[src/rtl/multicycle_ctrl.sv]
`default_nettype none
// ============================================================================
// Module   : multicycle_ctrl
// Purpose  : Multicycle CPU control FSM with a memory-stall watchdog.
//            Optional macro ILLEGAL_TRAP_EN makes unknown opcodes halt.
// Revision : 1.0 - initial release
// ============================================================================
module multicycle_ctrl #(
  parameter int unsigned STALL_MAX = 15
) (
  input  logic       clk,
  input  logic       rst_n,
  input  logic [6:0] opcode,
  input  logic       mem_ready,
  output logic       mem_req,
  output logic       mem_we,
  output logic       iord,
  output logic       ir_we,
  output logic       pc_we,
  output logic       branch,
  output logic       alusrca,
  output logic [1:0] alusrcb,
  output logic [1:0] aluop,
  output logic       reg_we,
  output logic       wb_sel,
  output logic [3:0] state,
  output logic       fault,
  output logic       illegal
);

  typedef enum logic [3:0] {
    ST_FETCH  = 4'd0, ST_DECODE = 4'd1, ST_ADDR   = 4'd2,
    ST_MEM    = 4'd3, ST_WB_MEM = 4'd4, ST_EXEC_R = 4'd5,
    ST_WB_ALU = 4'd6, ST_BRANCH = 4'd7, ST_HALT   = 4'd8
  } state_t;

  typedef enum logic [2:0] {
    CLS_NONE = 3'd0, CLS_R = 3'd1, CLS_LOAD = 3'd2,
    CLS_STORE = 3'd3, CLS_BRANCH = 3'd4
  } cls_t;

  localparam logic [7:0] STALL_LIM = 8'(STALL_MAX);
  localparam logic       STALL_EN  = (STALL_MAX != 0);

  state_t     state_q, state_d;
  cls_t       cls_q, cls_d;
  logic [7:0] stall_q, stall_d, stall_inc;
  logic       fault_q, fault_d;
  logic       stall_hit;
  logic       mem_req_raw, ir_we_raw, pc_we_raw;

  always_ff @(posedge clk or negedge rst_n) begin
    if (!rst_n) begin
      state_q <= ST_FETCH;
      cls_q   <= CLS_NONE;
      stall_q <= 8'd0;
      fault_q <= 1'b0;
    end else begin
      state_q <= state_d;
      cls_q   <= cls_d;
      stall_q <= stall_d;
      fault_q <= fault_d;
    end
  end

`ifdef ILLEGAL_TRAP_EN
  logic illegal_q, illegal_d;

  always_ff @(posedge clk or negedge rst_n) begin
    if (!rst_n) illegal_q <= 1'b0;
    else        illegal_q <= illegal_d;
  end

  assign illegal = illegal_q;
`else
  assign illegal = 1'b0;
`endif

  // Saturating so a disabled watchdog never wraps back through small values.
  assign stall_inc = (stall_q == 8'hFF) ? stall_q : stall_q + 8'd1;
  assign stall_hit = STALL_EN && (stall_inc == STALL_LIM);

  always_comb begin
    state_d     = state_q;
    cls_d       = cls_q;
    fault_d     = fault_q;
`ifdef ILLEGAL_TRAP_EN
    illegal_d   = illegal_q;
`endif
    mem_req_raw = 1'b0;
    mem_we      = 1'b0;
    iord        = 1'b0;
    ir_we_raw   = 1'b0;
    pc_we_raw   = 1'b0;
    branch      = 1'b0;
    alusrca     = 1'b0;
    alusrcb     = 2'b00;
    aluop       = 2'b00;
    reg_we      = 1'b0;
    wb_sel      = 1'b0;

    case (state_q)
      ST_FETCH: begin
        mem_req_raw = 1'b1;
        alusrcb     = 2'b01;
        if (mem_ready) begin
          ir_we_raw = 1'b1;
          pc_we_raw = 1'b1;
          state_d   = ST_DECODE;
        end else if (stall_hit) begin
          state_d = ST_HALT;
          fault_d = 1'b1;
        end
      end
      ST_DECODE: begin
        case (opcode)
          7'b0110011: begin cls_d = CLS_R;      state_d = ST_EXEC_R; end
          7'b0000011: begin cls_d = CLS_LOAD;   state_d = ST_ADDR;   end
          7'b0100011: begin cls_d = CLS_STORE;  state_d = ST_ADDR;   end
          7'b1100011: begin cls_d = CLS_BRANCH; state_d = ST_BRANCH; end
          default: begin
            cls_d = CLS_NONE;
`ifdef ILLEGAL_TRAP_EN
            state_d   = ST_HALT;
            illegal_d = 1'b1;
`else
            state_d   = ST_FETCH;
`endif
          end
        endcase
      end
      ST_ADDR: begin
        alusrca = 1'b1;
        alusrcb = 2'b10;
        state_d = ST_MEM;
      end
      ST_MEM: begin
        mem_req_raw = 1'b1;
        iord        = 1'b1;
        mem_we      = (cls_q == CLS_STORE);
        if (mem_ready) begin
          state_d = (cls_q == CLS_STORE) ? ST_FETCH : ST_WB_MEM;
        end else if (stall_hit) begin
          state_d = ST_HALT;
          fault_d = 1'b1;
        end
      end
      ST_WB_MEM: begin
        reg_we  = 1'b1;
        wb_sel  = 1'b1;
        state_d = ST_FETCH;
      end
      ST_EXEC_R: begin
        alusrca = 1'b1;
        aluop   = 2'b10;
        state_d = ST_WB_ALU;
      end
      ST_WB_ALU: begin
        reg_we  = 1'b1;
        state_d = ST_FETCH;
      end
      ST_BRANCH: begin
        alusrca = 1'b1;
        aluop   = 2'b01;
        branch  = 1'b1;
        state_d = ST_FETCH;
      end
      ST_HALT: ;
      default: state_d = ST_FETCH;
    endcase
  end

  // Counter only survives while waiting in place; any state change clears it.
  always_comb begin
    stall_d = 8'd0;
    if ((state_q == ST_FETCH || state_q == ST_MEM) && !mem_ready && state_d == state_q)
      stall_d = stall_inc;
  end

  // No request or strobe may leave the block while reset is held.
  assign mem_req = mem_req_raw & rst_n;
  assign ir_we   = ir_we_raw & rst_n;
  assign pc_we   = pc_we_raw & rst_n;
  assign state   = state_q;
  assign fault   = fault_q;

endmodule
`default_nettype wire

[config.mk]
export PLATFORM = sky130hd
export DESIGN_NAME = multicycle_ctrl
export DESIGN_NICKNAME = d
export VERILOG_FILES = /design/src/rtl/multicycle_ctrl.sv
export SDC_FILE = /design/constraint.sdc
export NUM_CORES = 1
export LEC_CHECK = 0
export BUFFER_PORTS_ARGS = -buffer_cell sky130_fd_sc_hd__buf_4
export CORE_AREA = 5 5 61 63
export CTS_CLUSTER_SIZE = 30
export DETAILED_ROUTE_END_ITERATION = 12
export DIE_AREA = 0 0 66 68
export SLEW_MARGIN = 20
export SYNTH_ARGS = -nofsm -noshare
export SYNTH_HDL_FRONTEND = slang
export SYNTH_SLANG_ARGS = --single-unit
[constraint.sdc]
create_clock -name clk -period 1.8 [get_ports clk]
set_input_delay 0.09 -clock clk [delete_from_list [all_inputs] [get_ports clk]]
set_output_delay 0.09 -clock clk [all_outputs]
set_load 0.005 [all_outputs]
==> impl_metrics.csv <==
group,metric,value,unit
status,outcome,"finished clean",
synth,synth_cells,123,
route,firstDrtPassIters,4,
floorplan,dieHeight,68,um
global_route,grt_max_degree,19,
global_route,antenna_found_initial,0,
setup_path,reg2reg_slack,40,ps
worst_hold_path,worst_hold_path_type,"in2reg",
setup_path,r2r-start,"stall_q[1]",
finish,synthToLayoutAreaGrowth,31.6,%
clock_tree,path_clk_slew,100,ps
worst_hold_path,hold_depth,2,
route,drtIter0Drc,70,
setup_path,critPathTopFamily,"compound AO/OA/AOI/OAI gates",
route,via_count,1074,
sta,fmax,568,MHz
synth,synth_nets,134,
setup_path,worstSetupStartpoint,"stall_q[1]",
clock_tree,cts_tree,"done",
setup_path,critical_path.cell_chain,"ha_4 -> and3_4 -> or3_4 -> a221oi_4 -> a31o_1",
power_and_ir_drop,power_frac_seq,0.294,
power_and_ir_drop,p_switching,597,uW
power_and_ir_drop,powerDensity,1010,nW/um2
sta,final_hold_viol_count,0,
power_and_ir_drop,internal-power,991,uW
sta,rsz0062_at_grt,"yes",
global_route,use_met3,0.0345,
route,wirelength,2840,um
sta,drv_slew,0,
synth,synth_edf_count,0,
synth,ys_warn_count,0,
synth,syn-cell-area,1200,um2
global_route,grt_pass1_wl,4890,um
finish,layout-drive-gt1-share,0.410,
worst_hold_path,hold_start,"opcode[6]",
synth,yosys-top-cells-area,"dfrtp_1 (33%), a211oi_1 (3.8%), buf_6 (3.8%), mux2i_1 (3.3%), nand2_1 (3.1%)",
setup_path,worst-path-stages,5,
synth,yosys_register_bits,16,
floorplan,dieArea,4490,um2
setup_path,cp.required,2030,ps
setup_path,path_max_fanout,6,
setup_path,r2r-end,"fault",
clock_tree,insertion_delay,290,ps
global_route,grt_busiest_layer,"met2",
route,post_drt_wl_per_cell,13.7,um
finish,nets,173,
floorplan,num_io_pins,29,
placed_design,dp.cells,202,
setup_path,critPathMaxStageDelay,420,ps
setup_path,path_class,"reg2reg",
clock_tree,cts-buffers-inserted,3,
synth,yosysTopAreaCell,"dfrtp_1",
setup_path,cp-start-kind,"flip-flop",
placed_design,io_buffers,27,
finish,stdcell_count,207,
floorplan,num_rows,21,
global_route,use_met1,0.170,
synth,async_reset_ff_frac,1.00,
sta,post-route-period-util,0.979,
sta,finalSetupViolCount,0,
floorplan,chipWidth,66,um
power_and_ir_drop,comb_power_share,0.553,
placed_design,place_congestion,0.833,
placed_design,placed_area,1500,um2
power_and_ir_drop,p_leak,0.724,nW
synth,ys_seq_area_frac,0.334,
route,via_per_inst,5.19,
floorplan,start_util,0.377,
global_route,overflow,0,
clock_tree,cts_setup_buffers,0,
power_and_ir_drop,ir_drop,0.475,mV
clock_tree,cts-root-buf,"clkbuf_4",
route,ant_nets,0,
power_and_ir_drop,p_total,1.59,mW
synth,synth_top_area_frac,0.334,
global_route,use_met2,0.250,
clock_tree,cts_sinks,16,
route,drc,0,
sta,finClkSkew,1.14,ps
synth,avgSynthCellArea,9.75,um2
power_and_ir_drop,clock_power_share,0.153,
clock_tree,cts_max_path_buffers,2,
sta,layout_min_cycle_time,1760,ps
power_and_ir_drop,swShare,0.376,
setup_path,cp-end-kind,"flip-flop",
synth,synth_top_flop_cell,"dfrtp_1",
setup_path,cp_data_arrival_time,2000,ps
finish,mostFrequentLayoutCell,"buf_4",
sta,setup_slack,38.1,ps
finish,design_area,1580,um2
placed_design,dp_worst_setup_slack,25.3,ps
clock_tree,htreeDepth,1,
job,drv_cap,0,
synth,synthDistinctLibCells,52,
setup_path,r2r_cells,5,
floorplan,coreArea,3180,um2
finish,antenna_cells,0,
worst_hold_path,min_to,"cls_q[0]",
global_route,grt_pass1_vias,1062,
finish,layout_common_cells,"buf_4 (43), dfrtp_1 (16), nand2_1 (10)",
global_route,grt_usage,0.138,
setup_path,cp_num_buf_inv,0,
setup_path,crit_slowest_cell,"dfrtp_1",
-- cells by family after synthesis --
| logic type | after synthesis | synth area share |
|---|---|---|
| other | 1 | 0.00313 |
| XOR/XNOR | 3 | 0.0219 |
| buffers and inverters | 12 | 0.0741 |
| AND/OR/NAND/NOR | 61 | 0.346 |
| flip-flops | 16 | 0.334 |
| adder cells (fa/ha/maj) | 1 | 0.0104 |
| multiplexers | 4 | 0.0334 |
| AO/OA/AOI/OAI | 25 | 0.177 |
-- state kept, by name (all words and copies together), names as in the netlist --
name,count
fault,1
stall_q,8
state,4
cls_q,3
-- cell type report --
type	count	area (um2)
clock buffers	4	36.3
fillers	305	1600
inverters	2	7.51
multi-input cells	95	743
flip-flops and latches	16	400
well taps	46	57.6
repair buffers	44	333
-- through the flow --
| step | hold slack (ps) | util | TNS (ps) |
|---|---|---|---|
| after floorplan | -206 | - | -8.17 |
| after global placement | -28.1 | 0.472 | 0 |
| after detailed placement | -25.9 | 0.472 | 0 |
| after CTS | 5.82 | 0.488 | 0 |
| after global routing | 5.15 | 0.496 | -134 |
| final | 22.6 | 0.496 | 0 |
-- power groups by stage --
stage	clock network, mW	logic (mW)	registers, mW
after floorplan	0	0.501	0.460
after global placement	0	0.823	0.458
after detailed placement	0	0.821	0.467
after CTS	0.254	0.839	0.459
after global routing	0.273	0.959	0.475
final	0.243	0.878	0.467
-- worst register-to-register path, stage by stage (launching register included) --
cell	delay, ps
dfrtp_1	420
ha_4	190
and3_4	190
or3_4	350
a221oi_4	360
a31o_1	190
-- Yosys cell counts, drive strengths merged (2+ instances only) --
master / number
nor4b: 5
a21o: 2
and4: 2
xnor2: 2
or3: 3
nor2: 6
and3b: 3
nor3: 3
and3: 5
and2b: 2
mux2i: 4
nand3: 6
a211oi: 6
and2: 2
a21oi: 4
nor3b: 3
inv: 2
nand2: 10
o21ai: 4
buf: 9
a311oi: 2
nand3b: 2
dfrtp: 16
-- metal layers --
| layer | routed length, um | vias up |
|---|---|---|
| li1 | - | 539 |
| met1 | 1300 | 522 |
| met2 | 1450 | 11 |
| met3 | 83 | 2 |
| met4 | 8 | 0 |
| met5 | 0 | - |
-- worst max path at each step --
stage                            end  slack [ps]
after global placement      state[1]          90
after global routing           fault         -60
after floorplan           stall_q[3]          -6
final                          fault          40
after CTS                   state[1]           5
after detailed placement    state[1]          30
-- repair_timing --
action                                  in CTS  in global routing
hold buffers                                 1                  0
endpoints found under the setup margin       2                  9
hold endpoints to repair                    16                  0
pin swaps                                    0                  4
resized for setup                            1                  3
(Power assumes the default switching activity.)
